`src/rtl/fan_ctrl_multi_pkg.sv`:
```
`timescale 1ns/1ps
// Shared defaults, ramp direction type and duty helpers for the multi-channel fan controller.
package fan_ctrl_multi_pkg;
    localparam int N_FAN_DEF     = 3;
    localparam int PERIOD_DEF    = 222;
    localparam int MIN_DUTY_DEF  = 60;
    localparam int TEMP_LO_DEF   = 40;
    localparam int SLOPE_DEF     = 6;
    localparam int RAMP_DIV_DEF  = 7812;
    localparam int TEMP_TMO_DEF  = 7812500;
    localparam int TACH_WIN_DEF  = 3906250;
    localparam int TACH_DEB_DEF  = 8;
    localparam int TACH_MIN_DEF  = 10;
    localparam int FAIL_WINS_DEF = 2;

    typedef enum logic [1:0] {RAMP_HOLD, RAMP_UP, RAMP_DOWN} ramp_dir_e;

    function automatic logic [7:0] sat_duty(input logic [15:0] raw, input logic [15:0] period);
        return (raw > period) ? period[7:0] : raw[7:0];
    endfunction

    function automatic ramp_dir_e ramp_dir(input logic [7:0] cur, input logic [7:0] tgt);
        ramp_dir_e dir;
        dir = RAMP_HOLD;
        if (cur < tgt)
            dir = RAMP_UP;
        else if (cur > tgt)
            dir = RAMP_DOWN;
        return dir;
    endfunction
endpackage

```
`src/rtl/fan_ctrl_multi_if.sv`:
```
`timescale 1ns/1ps
// Control/status bundle between the fan controller and its host logic.
interface fan_ctrl_multi_if #(parameter int N_FAN = 3);
    logic                 enable;
    logic                 temp_valid;
    logic [7:0]           temp_data;
    logic                 manual_en;
    logic [8*N_FAN-1:0]   manual_duty;
    logic [N_FAN-1:0]     tach_in;
    logic [N_FAN-1:0]     pwm_out;
    logic [8*N_FAN-1:0]   duty_cur;
    logic [16*N_FAN-1:0]  tach_count;
    logic [N_FAN-1:0]     fan_fail;
    logic                 failsafe;

    modport master (
        output enable, temp_valid, temp_data, manual_en, manual_duty, tach_in,
        input  pwm_out, duty_cur, tach_count, fan_fail, failsafe
    );

    modport slave (
        input  enable, temp_valid, temp_data, manual_en, manual_duty, tach_in,
        output pwm_out, duty_cur, tach_count, fan_fail, failsafe
    );
endinterface

```
`src/rtl/fan_ctrl_multi_tach_meter.sv`:
```
`timescale 1ns/1ps
// One tach channel: synchroniser, debounce, rising-edge count per window and stall flag.
module fan_tach_meter
    import fan_ctrl_multi_pkg::*;
#(
    parameter int TACH_DEB  = TACH_DEB_DEF,
    parameter int TACH_MIN  = TACH_MIN_DEF,
    parameter int FAIL_WINS = FAIL_WINS_DEF
) (
    input  logic        clk0,
    input  logic        rstn,
    input  logic        enable,
    input  logic        tach_in,
    input  logic        win_end,
    input  logic        duty_ok,
    output logic [15:0] tach_count,
    output logic        fan_fail
);
    localparam int DEB_W = $clog2(TACH_DEB + 1);
    localparam int FW_W  = $clog2(FAIL_WINS + 1);

    logic             sync1_reg, sync2_reg, deb_level_reg;
    logic [DEB_W-1:0] deb_cnt_reg;
    logic [15:0]      edge_cnt_reg;
    logic [FW_W-1:0]  low_cnt_reg;
    logic             deb_accept, rise;

    // The new level is taken on the TACH_DEB-th consecutive sample that differs from the old one
    assign deb_accept = (sync2_reg != deb_level_reg) && (deb_cnt_reg == DEB_W'(TACH_DEB - 1));
    assign rise       = deb_accept && sync2_reg;

    always_ff @(posedge clk0 or negedge rstn) begin
        if (!rstn) begin
            sync1_reg     <= 1'b0;
            sync2_reg     <= 1'b0;
            deb_level_reg <= 1'b0;
            deb_cnt_reg   <= '0;
            edge_cnt_reg  <= '0;
            low_cnt_reg   <= '0;
            tach_count    <= '0;
            fan_fail      <= 1'b0;
        end else begin
            sync1_reg <= tach_in;
            sync2_reg <= sync1_reg;
            if (sync2_reg == deb_level_reg || deb_accept)
                deb_cnt_reg <= '0;
            else
                deb_cnt_reg <= deb_cnt_reg + 1'b1;
            if (deb_accept)
                deb_level_reg <= sync2_reg;

            if (!enable) begin
                edge_cnt_reg <= '0;
                low_cnt_reg  <= '0;
                fan_fail     <= 1'b0;
            end else if (win_end) begin
                tach_count   <= edge_cnt_reg;
                edge_cnt_reg <= {15'd0, rise};
                if (edge_cnt_reg >= 16'(TACH_MIN)) begin
                    low_cnt_reg <= '0;
                    fan_fail    <= 1'b0;
                end else if (duty_ok) begin
                    if (low_cnt_reg != FW_W'(FAIL_WINS))
                        low_cnt_reg <= low_cnt_reg + 1'b1;
                    if (low_cnt_reg >= FW_W'(FAIL_WINS - 1))
                        fan_fail <= 1'b1;
                end
            end else if (rise && edge_cnt_reg != 16'hFFFF) begin
                edge_cnt_reg <= edge_cnt_reg + 1'b1;
            end
        end
    end
endmodule

```
`src/rtl/fan_ctrl_multi.sv`:
```
`timescale 1ns/1ps
// N-channel fan controller: temperature curve, slew-limited duty, PWM, tach monitoring, failsafe.
module fan_ctrl_multi
    import fan_ctrl_multi_pkg::*;
#(
    parameter int N_FAN     = N_FAN_DEF,
    parameter int PERIOD    = PERIOD_DEF,
    parameter int MIN_DUTY  = MIN_DUTY_DEF,
    parameter int TEMP_LO   = TEMP_LO_DEF,
    parameter int SLOPE     = SLOPE_DEF,
    parameter int RAMP_DIV  = RAMP_DIV_DEF,
    parameter int TEMP_TMO  = TEMP_TMO_DEF,
    parameter int TACH_WIN  = TACH_WIN_DEF,
    parameter int TACH_DEB  = TACH_DEB_DEF,
    parameter int TACH_MIN  = TACH_MIN_DEF,
    parameter int FAIL_WINS = FAIL_WINS_DEF
) (
    input logic             clk0,
    input logic             rstn,
    fan_ctrl_multi_if.slave bus
);
    localparam int          TMO_W    = $clog2(TEMP_TMO + 1);
    localparam int          RDIV_W   = $clog2(RAMP_DIV + 1);
    localparam int          WIN_W    = $clog2(TACH_WIN + 1);
    localparam logic [15:0] PERIOD16 = 16'(PERIOD);
    localparam logic [7:0]  PERIOD8  = 8'(PERIOD);
    localparam logic [7:0]  PWM_LAST = 8'(PERIOD - 1);

    logic [7:0]        temp_reg;
    logic [TMO_W-1:0]  tmo_cnt_reg;
    logic [RDIV_W-1:0] rdiv_cnt_reg;
    logic [7:0]        pwm_cnt_reg;
    logic [WIN_W-1:0]  win_cnt_reg;
    logic              failsafe_reg;
    logic              tmo_hit, ramp_tick, win_end, pwm_wrap;
    logic [15:0]       curve_raw;
    logic [7:0]        curve_duty;

    assign tmo_hit      = (tmo_cnt_reg == TMO_W'(TEMP_TMO));
    assign ramp_tick    = bus.enable && (rdiv_cnt_reg == RDIV_W'(RAMP_DIV - 1));
    assign win_end      = bus.enable && (win_cnt_reg == WIN_W'(TACH_WIN - 1));
    assign pwm_wrap     = (pwm_cnt_reg == PWM_LAST);
    assign bus.failsafe = failsafe_reg;

    always_ff @(posedge clk0 or negedge rstn) begin
        if (!rstn) begin
            temp_reg     <= '0;
            tmo_cnt_reg  <= '0;
            rdiv_cnt_reg <= '0;
            pwm_cnt_reg  <= '0;
            win_cnt_reg  <= '0;
            failsafe_reg <= 1'b0;
        end else begin
            if (bus.temp_valid)
                temp_reg <= bus.temp_data;
            // A fresh reading wins over a timeout expiring in the same cycle
            if (!bus.enable || bus.manual_en || bus.temp_valid)
                tmo_cnt_reg <= '0;
            else if (!tmo_hit)
                tmo_cnt_reg <= tmo_cnt_reg + 1'b1;
            rdiv_cnt_reg <= (!bus.enable || ramp_tick) ? '0 : rdiv_cnt_reg + 1'b1;
            pwm_cnt_reg  <= (!bus.enable || pwm_wrap)  ? '0 : pwm_cnt_reg + 1'b1;
            win_cnt_reg  <= (!bus.enable || win_end)   ? '0 : win_cnt_reg + 1'b1;
            failsafe_reg <= bus.enable && (tmo_hit || (|bus.fan_fail));
        end
    end

    always_comb begin
        curve_raw = 16'(MIN_DUTY);
        if (temp_reg > 8'(TEMP_LO))
            curve_raw = 16'(MIN_DUTY) + 16'(temp_reg - 8'(TEMP_LO)) * 16'(SLOPE);
        curve_duty = sat_duty(curve_raw, PERIOD16);
    end

    generate
        for (genvar gi = 0; gi < N_FAN; gi++) begin : g_ch
            logic [7:0] target;
            logic [7:0] duty_reg;
            logic [7:0] duty_lat_reg;
            logic       pwm_reg;

            always_comb begin
                target = curve_duty;
                if (bus.manual_en)
                    target = sat_duty({8'd0, bus.manual_duty[8*gi +: 8]}, PERIOD16);
            end

            // Applied duty is reloaded at the wrap so each period starting at count 0 is whole
            always_ff @(posedge clk0 or negedge rstn) begin
                if (!rstn) begin
                    duty_reg     <= '0;
                    duty_lat_reg <= '0;
                    pwm_reg      <= 1'b0;
                end else if (!bus.enable) begin
                    duty_reg     <= '0;
                    duty_lat_reg <= '0;
                    pwm_reg      <= 1'b0;
                end else begin
                    if (failsafe_reg)
                        duty_reg <= PERIOD8;
                    else if (ramp_tick) begin
                        case (ramp_dir(duty_reg, target))
                            RAMP_UP:   duty_reg <= duty_reg + 1'b1;
                            RAMP_DOWN: duty_reg <= duty_reg - 1'b1;
                            default:   duty_reg <= duty_reg;
                        endcase
                    end
                    if (pwm_wrap)
                        duty_lat_reg <= duty_reg;
                    pwm_reg <= (pwm_cnt_reg < duty_lat_reg);
                end
            end

            fan_tach_meter #(
                .TACH_DEB  (TACH_DEB),
                .TACH_MIN  (TACH_MIN),
                .FAIL_WINS (FAIL_WINS)
            ) u_tach (
                .clk0       (clk0),
                .rstn       (rstn),
                .enable     (bus.enable),
                .tach_in    (bus.tach_in[gi]),
                .win_end    (win_end),
                .duty_ok    (duty_lat_reg >= 8'(MIN_DUTY)),
                .tach_count (bus.tach_count[16*gi +: 16]),
                .fan_fail   (bus.fan_fail[gi])
            );

            assign bus.duty_cur[8*gi +: 8] = duty_reg;
            assign bus.pwm_out[gi]         = pwm_reg;
        end
    endgenerate
endmodule

```
`src/flat_wrapper.sv`:
```
// flat-port wrapper written by rule: the top's interface ports become plain ports
module fan_ctrl_multi_flat import fan_ctrl_multi_pkg::*;
#(
    parameter int N_FAN     = N_FAN_DEF,
    parameter int PERIOD    = PERIOD_DEF,
    parameter int MIN_DUTY  = MIN_DUTY_DEF,
    parameter int TEMP_LO   = TEMP_LO_DEF,
    parameter int SLOPE     = SLOPE_DEF,
    parameter int RAMP_DIV  = RAMP_DIV_DEF,
    parameter int TEMP_TMO  = TEMP_TMO_DEF,
    parameter int TACH_WIN  = TACH_WIN_DEF,
    parameter int TACH_DEB  = TACH_DEB_DEF,
    parameter int TACH_MIN  = TACH_MIN_DEF,
    parameter int FAIL_WINS = FAIL_WINS_DEF
)
  (clk0, rstn, bus_enable, bus_temp_valid, bus_temp_data, bus_manual_en, bus_manual_duty, bus_tach_in, bus_pwm_out, bus_duty_cur, bus_tach_count, bus_fan_fail, bus_failsafe);
  fan_ctrl_multi_if #(.N_FAN(N_FAN)) bus_i ();
  input logic clk0;
  input logic rstn;
  input wire logic [$bits(bus_i.enable)-1:0] bus_enable;
  input wire logic [$bits(bus_i.temp_valid)-1:0] bus_temp_valid;
  input wire logic [$bits(bus_i.temp_data)-1:0] bus_temp_data;
  input wire logic [$bits(bus_i.manual_en)-1:0] bus_manual_en;
  input wire logic [$bits(bus_i.manual_duty)-1:0] bus_manual_duty;
  input wire logic [$bits(bus_i.tach_in)-1:0] bus_tach_in;
  output wire logic [$bits(bus_i.pwm_out)-1:0] bus_pwm_out;
  output wire logic [$bits(bus_i.duty_cur)-1:0] bus_duty_cur;
  output wire logic [$bits(bus_i.tach_count)-1:0] bus_tach_count;
  output wire logic [$bits(bus_i.fan_fail)-1:0] bus_fan_fail;
  output wire logic [$bits(bus_i.failsafe)-1:0] bus_failsafe;
  assign bus_i.enable = bus_enable;
  assign bus_i.temp_valid = bus_temp_valid;
  assign bus_i.temp_data = bus_temp_data;
  assign bus_i.manual_en = bus_manual_en;
  assign bus_i.manual_duty = bus_manual_duty;
  assign bus_i.tach_in = bus_tach_in;
  assign bus_pwm_out = bus_i.pwm_out;
  assign bus_duty_cur = bus_i.duty_cur;
  assign bus_tach_count = bus_i.tach_count;
  assign bus_fan_fail = bus_i.fan_fail;
  assign bus_failsafe = bus_i.failsafe;
  fan_ctrl_multi #(.N_FAN(N_FAN), .PERIOD(PERIOD), .MIN_DUTY(MIN_DUTY), .TEMP_LO(TEMP_LO), .SLOPE(SLOPE), .RAMP_DIV(RAMP_DIV), .TEMP_TMO(TEMP_TMO), .TACH_WIN(TACH_WIN), .TACH_DEB(TACH_DEB), .TACH_MIN(TACH_MIN), .FAIL_WINS(FAIL_WINS)) u_core (.clk0(clk0), .rstn(rstn), .bus(bus_i));
endmodule
```
`config.mk`:
```
export PLATFORM = sky130hd
export DESIGN_NAME = fan_ctrl_multi_flat
export DESIGN_NICKNAME = d
export VERILOG_FILES = /design/src/rtl/fan_ctrl_multi_pkg.sv /design/src/rtl/fan_ctrl_multi_if.sv /design/src/rtl/fan_ctrl_multi_tach_meter.sv /design/src/rtl/fan_ctrl_multi.sv /design/src/flat_wrapper.sv
export SDC_FILE = /design/constraint.sdc
export NUM_CORES = 1
export LEC_CHECK = 0
export CAP_MARGIN = 20
export CORE_MARGIN = 2
export CORE_UTILIZATION = 55
export CTS_BUF_LIST = sky130_fd_sc_hd__clkbuf_4 sky130_fd_sc_hd__clkbuf_8
export CTS_CLUSTER_SIZE = 8
export DETAILED_ROUTE_END_ITERATION = 16
export PLACE_DENSITY = 0.79
export SLEW_MARGIN = 20
export SYNTH_ARGS = -nofsm -noshare
export SYNTH_HDL_FRONTEND = slang
export SYNTH_HIERARCHICAL = 1
export SYNTH_SLANG_ARGS = --single-unit
```
`constraint.sdc`:
```
create_clock -name clk0 -period 5.55 [get_ports clk0]
set_input_delay 1.11 -clock clk0 [delete_from_list [all_inputs] [get_ports clk0]]
set_output_delay 1.11 -clock clk0 [all_outputs]
set_load 0.01 [all_outputs]
```
==> results.sh <==
export IMPL_start_util_pct=56.2
export IMPL_netlist_area_um2=14700
export IMPL_num_antenna_cells=0
export IMPL_leakagePower_nw=8.10
export IMPL_worstSetupStartpoint="u_core/temp_reg[3]"
export IMPL_synthFlopType="dfrtp_1"
export IMPL_gr_usage_all_layers_pct=24.4
export IMPL_synth_edf_count=0
export IMPL_drt_pre_antenna_iters=5
export IMPL_final_cells=2067
export IMPL_fin_hold_ws_ns=0.350
export IMPL_arrival_ns=6.06
export IMPL_die_area_um2=28100
export IMPL_power_per_cell_area_nw_per_um2=260
export IMPL_finalHoldViolCount=0
export IMPL_critPathLaunchType="register"
export IMPL_die_h_um=168
export IMPL_cts_tree="done"
export IMPL_met3_usage_pct=3.40
export IMPL_r2r_start="u_core/temp_reg[3]"
export IMPL_holdCritPathClass="reg -> reg"
export IMPL_path_max_fanout=6
export IMPL_min_from="u_core/g_ch[2].u_tach/sync1_reg"
export IMPL_synth_cell_types=68
export IMPL_worst_pin_slew_ns=0.853
export IMPL_yosys_area_top_type="dfrtp_1"
export IMPL_synth_seq_cells=252
export IMPL_peakVddDrop_mv=0.175
export IMPL_cts_root_buffer="clkbuf_8"
export IMPL_async_reset_ff_share_pct=100
export IMPL_dp_hpwl_um=23600
export IMPL_placedCellCount=1980
export IMPL_yosysMostFrequentCell="dfrtp_1"
export IMPL_cts_made_buffers=43
export IMPL_synth_commonest_cells="252 x dfrtp_1, 152 x nand2_1, 122 x nor2_1"
export IMPL_path_class="reg -> reg"
export IMPL_fin_nets=1845
export IMPL_slew_headroom_pct=42.7
export IMPL_slew_viol_final=0
export IMPL_grt_first_pass_wirelength_um=57700
export IMPL_grt_ovfl_total=0
export IMPL_syn_mean_instance_area_um2=9.62
export IMPL_synth_top_area_share_pct=42.8
export IMPL_grt_antenna_before_repair=0
export IMPL_vias=12200
export IMPL_use_met2_pct=41.7
export IMPL_die_x_um=168
export IMPL_wirelength_um=34000
export IMPL_cts_max_path_buffers=3
export IMPL_layout_min_cycle_time_ns=5.60
export IMPL_insertion_delay_ns=0.56
export IMPL_rows=59
export IMPL_vias_per_cell=5.90
export IMPL_worstPathRequired_ns=6.01
export IMPL_maxCapViolations=0
export IMPL_final_cell_area_um2=18000
export IMPL_endpoint_kind="register"
export IMPL_routabilityCongestion=0.902
export IMPL_clkTransAtPathRegs_ns=0.06
export IMPL_ios=119
export IMPL_syn_to_final_growth_pct=22.2
export IMPL_netlist_instances=1531
export IMPL_drc_errors=0
export IMPL_met1_usage_pct=32.4
export IMPL_status="complete, but fails checks"
export IMPL_cts_num_sinks=252
export IMPL_rsz0062_at_grt="true"
export IMPL_yosysSeqAreaShare_pct=42.8
export IMPL_htreeDepth=2
export IMPL_p_total_mw=4.68
export IMPL_port_buffers=118
export IMPL_drtIter0Drc=891
export IMPL_finalCritPeriodShare_pct=101
export IMPL_grt_max_degree=107
export IMPL_first_global_vias=12100
export IMPL_violations="negative setup slack"
export IMPL_dp_slack_ns=-0.158
export IMPL_worst_slack_ns=-0.0501
export IMPL_routedWlPerCell_um=16.4
export IMPL_finalCoreUtilization_pct=68.6
export IMPL_placed_area_um2=16500
export IMPL_coreArea_um2=26200
export IMPL_tns_ns=-0.0692
export IMPL_antenna_left=0
export IMPL_timing_fmax_mhz=179
export IMPL_ctsHoldBuffers=0
export IMPL_setup_violations=2
export IMPL_drive_gt1_share_pct=16.3
export IMPL_syn_num_nets=1673
export IMPL_yosys_top_cells_area="dfrtp_1 43%, ha_1 8.3%, nand2_1 3.9%"
export IMPL_yosysWarnings=6
export IMPL_grt_busiest_layer="met2"
export IMPL_finClkSkew_ns=0.0304
[repair_timing]
action | CTS | global route
pin swaps | 7 | 41
cloned | 0 | 1
endpoints found under the hold margin | 0 | 0
resized for setup | 12 | 60
setup buffers | 1 | 11
endpoints found under the setup margin | 5 | 9
[cells in the final DEF, fill, tap and decap left out, types with 56 or more instances in the layout]
master,n
dfrtp_1,252
clkbuf_8,56
buf_4,58
nor2_1,120
ha_1,88
inv_1,80
a21oi_1,76
nand2_1,149
clkdlybuf4s50_1,117
nand3_1,62
[kinds of logic after synthesis]
| group | share of synthesized area (%) |
|---|---|
| AND/OR/NAND/NOR | 21.0 |
| AO/OA/AOI/OAI | 12.6 |
| flip-flops | 42.8 |
| buffers and inverters | 3.88 |
| adder cells (fa/ha/maj) | 8.87 |
| XOR/XNOR | 5.11 |
| multiplexers | 5.72 |
[path summary, 6_finish.rpt]
path                                                     endpoint  slack (ns)  cells after the start
min in group asynchronous  u_core/g_ch[1].u_tach/edge_cnt_reg[15]        0.55                      1
hold / removal                    u_core/g_ch[2].u_tach/sync2_reg        0.35                      0
setup / recovery                       u_core/g_ch[1].duty_reg[7]       -0.05                     26
hold reg to reg                   u_core/g_ch[2].u_tach/sync2_reg        0.35                      0
setup reg to reg                       u_core/g_ch[1].duty_reg[7]       -0.05                     26
max in group asynchronous          u_core/g_ch[1].duty_lat_reg[2]        3.79                      2
[routing by layer]
metal / wire (um) / share of wire (%) / up-vias
met4: 932 / 2.7 / 0
li1: - / - / 5830
met5: 0 / 0 / -
met1: 15000 / 44 / 5946
met3: 1550 / 4.5 / 91
met2: 16600 / 49 / 326
[power by group]
group	internal, mW	switching, mW	total [mW]
Clock	1.07	0.737	1.81
Sequential	1.89	0.0515	1.94
Combinational	0.433	0.497	0.930
Total	3.39	1.29	4.68
[critical path, stage by stage (launching register included)]
cell	delay (ns)
dfrtp_1	0.38
inv_2	0.06
ha_4	0.18
xnor2_4	0.23
buf_4	0.16
ha_4	0.20
and2_1	0.19
a21o_1	0.22
a311o_1	0.37
mux2_4	0.23
nand2b_4	0.10
buf_8	0.15
o32ai_2	0.27
ha_1	0.30
a21o_1	0.19
a21oi_1	0.14
nand2_1	0.09
a221oi_2	0.34
nor2b_2	0.10
ha_1	0.29
a21o_1	0.19
a21oi_2	0.14
o21ai_1	0.07
a21o_1	0.19
o311a_1	0.31
a21o_1	0.16
a311oi_1	0.23
[final cells by class]
type	instances	area (um^2)
Sequential cell	252	6310
Tap cell	335	419
Fill cell	1934	8220
Inverter	83	314
Timing Repair Buffer	183	1730
Multi-Input combinational cell	1140	8280
Clock inverter	7	91.3
Clock buffer	67	853
(Power assumes the default switching activity.)
==> variant 1, RTL diff (same settings) <==
The package constant `N_FAN_DEF` goes from 3 to 6.
--- a/src/rtl/fan_ctrl_multi_pkg.sv
+++ b/src/rtl/fan_ctrl_multi_pkg.sv
@@ -1,7 +1,7 @@
 `timescale 1ns/1ps
 // Shared defaults, ramp direction type and duty helpers for the multi-channel fan controller.
 package fan_ctrl_multi_pkg;
-    localparam int N_FAN_DEF     = 3;
+    localparam int N_FAN_DEF     = 6;
     localparam int PERIOD_DEF    = 222;
     localparam int MIN_DUTY_DEF  = 60;
     localparam int TEMP_LO_DEF   = 40;
Interface: changed (6 resized); port bits go from 119 to 224. The function was not compared with the original's and may differ.
==> variant 1 against the unedited design <==
The run still ends with setup timing left. Maximum frequency down 4.8%. Routed wire length up 90%. Cell area up 76%. Non-clock buffer count up 205. Core utilization up 1.2 points. Sequential cell count up 177. Worst hold slack worse by 3.3 ps. Count of clock-buffer cells in the layout up 47. Power up 61%. Sequential power up 71%. Synthesized area up 72%. Setup slack worse by 280 ps. Critical endpoint is now u_core/g_ch[0].duty_reg[7]. Largest cell class unchanged. Largest power group unchanged.
==> variant 1: results (changes against the unedited design) <==
| Metric | Value |
|---|---|
| Switching share of power | 0.268 (-0.00665) |
| R2r endpoint | u_core/g_ch[0].duty_reg[7] |
| Cts bufs inserted | 75 (+74%) |
| Layout fillers | 3329 (+72%) |
| Routability Congestion | 0.929 (+3.0%) |
| Crit-path max cell delay | 460 ps (+80 ps) |
| Final Setup Violations | 8 (+6) |
| Clock Latency Late Sink | 630 ps (+70 ps) |
| Overall Global Routing Usage | 0.264 (+0.0196) |
| Iter 0 DRT Violations | 1325 (+49%) |
| Global-route wire length before repair | 104000 microns (+80%) |
| Met1 Usage GRT | 0.348 (+0.0244) |
| Met3 Resource Use GR | 0.0420 (+0.00800) |
| Status | finished with violations |
| Synth Net Count | 2890 (+73%) |
| Worst hold start | u_core/g_ch[5].u_tach/sync1_reg |
| # H-tree levels | 3 (+1) |
| Setup slack after layout | -332 ps (-282 ps) |
| Final Skew | 26.2 ps (-4.22 ps) |
| Input/output buffers | 223 (+89%) |
| Failing checks | setup timing |
| Via count | 21654 (+78%) |
| Peak supply drop | 0.229 mV (+31%) |
| Leakage power | 14.1 nW (+74%) |
| Synth unique cells | 66 (-2.9%) |
| Seq/Total Area, Yosys | 0.424 (-0.00450) |
| Top cells by area, synth | dfrtp_1 42%, ha_1 8.7%, mux2_2 4.9% |
| Critical Path AT | 6380 ps (+320 ps) |
| Largest net degree at the start of global routing | 111 (+3.7%) |
[variant 1: cell types whose count changed in the layout (fill, tap and decap cells not counted), sizes merged, moves of 36 or more]
cell / unedited run / this run
dfrtp: 252 / 429
nand2: 153 / 293
clkdlybuf4s50: 117 / 221
buf: 65 / 167
ha: 98 / 176
inv: 84 / 158
nor2: 122 / 185
mux2: 49 / 111
a21boi: 5 / 55
clkbuf: 68 / 114
o21a: 22 / 67
o21ai: 44 / 80
[variant 1: layout make-up]
type                       instances  area (sq um)  share of cell area
multi-input combinational       1953         14500               0.458
sequential                       429         10700               0.339
timing repair buffer             388          3560               0.112
clock buffer                     114          1430              0.0450
tap                              600           751              0.0237
inverter                         156           591              0.0186
clock inverter                    15           121             0.00383
[variant 1: cell families after synthesis]
family | Yosys count | share of synthesized area
xor+xnor | 112 | 0.0387
mux | 156 | 0.0671
compound gates | 499 | 0.131
simple gates | 1003 | 0.206
buf+inv | 258 | 0.0411
fa+ha+maj | 183 | 0.0925
flops | 429 | 0.424
[variant 1: worst max-delay path by stage]
stage / startpoint / endpoint / slack, ps / cells past startpoint
finish: u_core/temp_reg[1] / u_core/g_ch[0].duty_reg[7] / -330 / 24
global placement: u_core/temp_reg[1] / u_core/g_ch[2].duty_reg[7] / -230 / 24
global route: u_core/temp_reg[1] / u_core/g_ch[0].duty_reg[7] / -500 / 25
detailed placement: u_core/temp_reg[1] / u_core/g_ch[0].duty_reg[7] / -410 / 24
floorplan: u_core/temp_reg[1] / u_core/g_ch[0].duty_reg[7] / -180 / 24
CTS: u_core/temp_reg[0] / u_core/g_ch[0].duty_reg[7] / -240 / 24
[variant 1: through the flow]
step	hold slack [ps]	std cells	util	instance area, sq um	total power, mW
finish	347	3655	0.698	31700	7.55
global route	362	3655	0.698	31700	7.90
CTS	348	3629	0.679	30800	7.51
detailed placement	335	3489	0.641	29100	4.46
global placement	336	3489	0.641	29100	4.42
floorplan	331	2640	-	25500	4.00
[variant 1: per-layer routing]
layer / share of wire / wire length [microns] / vias to the layer above
met4: 0.026 / 1690 / 0
met5: 0 / 0 / -
met1: 0.44 / 28100 / 10657
met3: 0.050 / 3240 / 145
li1: - / - / 10180
met2: 0.49 / 31500 / 672
[variant 1: timing repair]
| item | 4_1_cts | 5_1_grt |
|---|---|---|
| resized for setup | 28 | 109 |
| setup endpoints to repair | 18 | 22 |
| setup buffers | 11 | 28 |
| pin swaps | 41 | 82 |
[variant 1: power groups by stage]
stage / Clock, mW / Sequential (mW) / Combinational [mW]
after global placement: 0 / 3.35 / 1.07
after detailed placement: 0 / 3.36 / 1.11
after CTS: 3.05 / 3.30 / 1.16
after global routing: 3.18 / 3.32 / 1.40
after floorplan: 0 / 3.34 / 0.664
final: 2.96 / 3.31 / 1.28
==> variant 2, RTL diff (same settings) <==
Made on the original files. Reset style: synchronous (`rstn`), changed in 3 clocked blocks.
--- a/src/rtl/fan_ctrl_multi_tach_meter.sv
+++ b/src/rtl/fan_ctrl_multi_tach_meter.sv
@@ -29,7 +29,7 @@
     assign deb_accept = (sync2_reg != deb_level_reg) && (deb_cnt_reg == DEB_W'(TACH_DEB - 1));
     assign rise       = deb_accept && sync2_reg;
 
-    always_ff @(posedge clk0 or negedge rstn) begin
+    always_ff @(posedge clk0) begin
         if (!rstn) begin
             sync1_reg     <= 1'b0;
             sync2_reg     <= 1'b0;
--- a/src/rtl/fan_ctrl_multi.sv
+++ b/src/rtl/fan_ctrl_multi.sv
@@ -42,7 +42,7 @@
     assign pwm_wrap     = (pwm_cnt_reg == PWM_LAST);
     assign bus.failsafe = failsafe_reg;
 
-    always_ff @(posedge clk0 or negedge rstn) begin
+    always_ff @(posedge clk0) begin
         if (!rstn) begin
             temp_reg     <= '0;
             tmo_cnt_reg  <= '0;
@@ -86,7 +86,7 @@
             end
 
             // Applied duty is reloaded at the wrap so each period starting at count 0 is whole
-            always_ff @(posedge clk0 or negedge rstn) begin
+            always_ff @(posedge clk0) begin
                 if (!rstn) begin
                     duty_reg     <= '0;
                     duty_lat_reg <= '0;
Check against the original RTL: same outputs for any inputs over 4 cycles, from zero or initial values and one cycle with rstn low; that may be too few to reach the edited logic, so the function may still have changed.
==> variant 2 against the unedited design <==
Sequential cell count is the same. Via count down 1.9%. Setup slack better by 98 ps. Non-clock buffer count decreased by 3. Largest cell class unchanged. Synthesized cell count increased by 6.6%. Cell area fell by 6.6%. Routed wire length down 4.0%. Critical endpoint is now u_core/g_ch[0].duty_reg[7]. Worst hold slack better by 85 ps. Synthesized area is 5.8% lower. Die area fell by 5.6%. Global-route usage is 0.31 points lower.
Power is not compared: it rests on default switching activity, and its combinational part moved more than twofold at a synthesized area within 25%.
==> variant 2: results (changes against the unedited design) <==
| Metric | Value |
|---|---|
| Vias in the first global route | 11748 (-2.8%) |
| Crit Path Max Fanout | 5 (-1) |
| Min-Delay Path Depth | 1 (+1) |
| Worst setup path endpoint | u_core/g_ch[0].duty_reg[7] |
| Bufs w/o clock | 180 (-1.6%) |
| Vias/cell | 5.58 (-5.5%) |
| Synth Net Count | 1774 (+6.0%) |
| Global-route wire length before repair | 54000 microns (-6.3%) |
| Nets@finish | 1927 (+4.4%) |
| CP max stage cell | or4_1 |
| Status | completed |
| Pre-CTS setup slack | -205 ps (-46.5 ps) |
| FFs & Latches | 252 (unchanged) |
| Area of the multi-input gates | 8460 sq um (+2.2%) |
| Non-Filler Instances | 2146 (+3.8%) |
| DPL Wire Length | 22400 microns (-4.9%) |
| Synth unique cells | 83 (+22%) |
| Top cells by count, synth | 252 x dfxtp_1, 226 x nand2_1, 163 x nor2_1, 98 x ha_1, 77 x inv_1 |
| FMAX | 0.182 GHz (+1.8%) |
| Non-clk buf share | 0.101 (+0.00459) |
| Worst r2r path cells | 27 (+3.8%) |
| DRT Wirelength | 32600 microns (-4.0%) |
| Post-place instance area | 15400 sq um (-6.8%) |
| Multi-input comb cells | 1230 (+7.9%) |
| Fraction of layout cells with a size suffix above 1 | 0.128 (-0.0351) |
| Seq/Total Area, Yosys | 0.364 (-0.0647) |
| Hold_ws | 435 ps (+85.1 ps) |
| Placed cell count | 2041 (+3.1%) |
| Routability Congestion | 0.899 (-0.32%) |
| Clock network area share | 0.0527 (+0.000160) |
| Multiplexer area fraction after synthesis | 0.0218 (-0.0354) |
| Synth Area in XOR/XNOR | 0.0695 (+0.0184) |
| Syn Inst Count | 1632 (+6.6%) |
| Critical Path AT | 5960 ps (-100 ps) |
| Synth async-reset ratio | 0 (-1.00) |
| Largest net degree at the start of global routing | 44 (-59%) |
| Iter 0 DRT Violations | 677 (-24%) |
| Seq/total area | 0.301 (-0.0496) |
==> variant 2: cell types whose count changed after synthesis, sizes merged, moves of 16 or more <==
cell / before / now
dfrtp: 252 / 0
dfxtp: 0 / 252
nand2: 153 / 228
a21boi: 5 / 50
mux2: 49 / 4
nor2: 122 / 163
or4: 35 / 4
clkbuf: 32 / 52
o31ai: 30 / 10
nor4: 11 / 27
or2: 22 / 6
==> variant 2: routing by layer <==
layer	up-vias	track usage	part of all wire
met4	0	0.0897	0.027
met1	5602	0.300	0.44
met5	-	0	0
met3	80	0.0423	0.043
li1	6031	-	-
met2	254	0.418	0.49
==> variant 2: timing repair <==
action | in CTS | in global routing
pin swaps | 23 | 43
gates cloned | 2 | 0
resized for setup | 26 | 37
setup endpoints to repair | 4 | 7
setup buffers | 16 | 12
endpoints found under the hold margin | 0 | 0
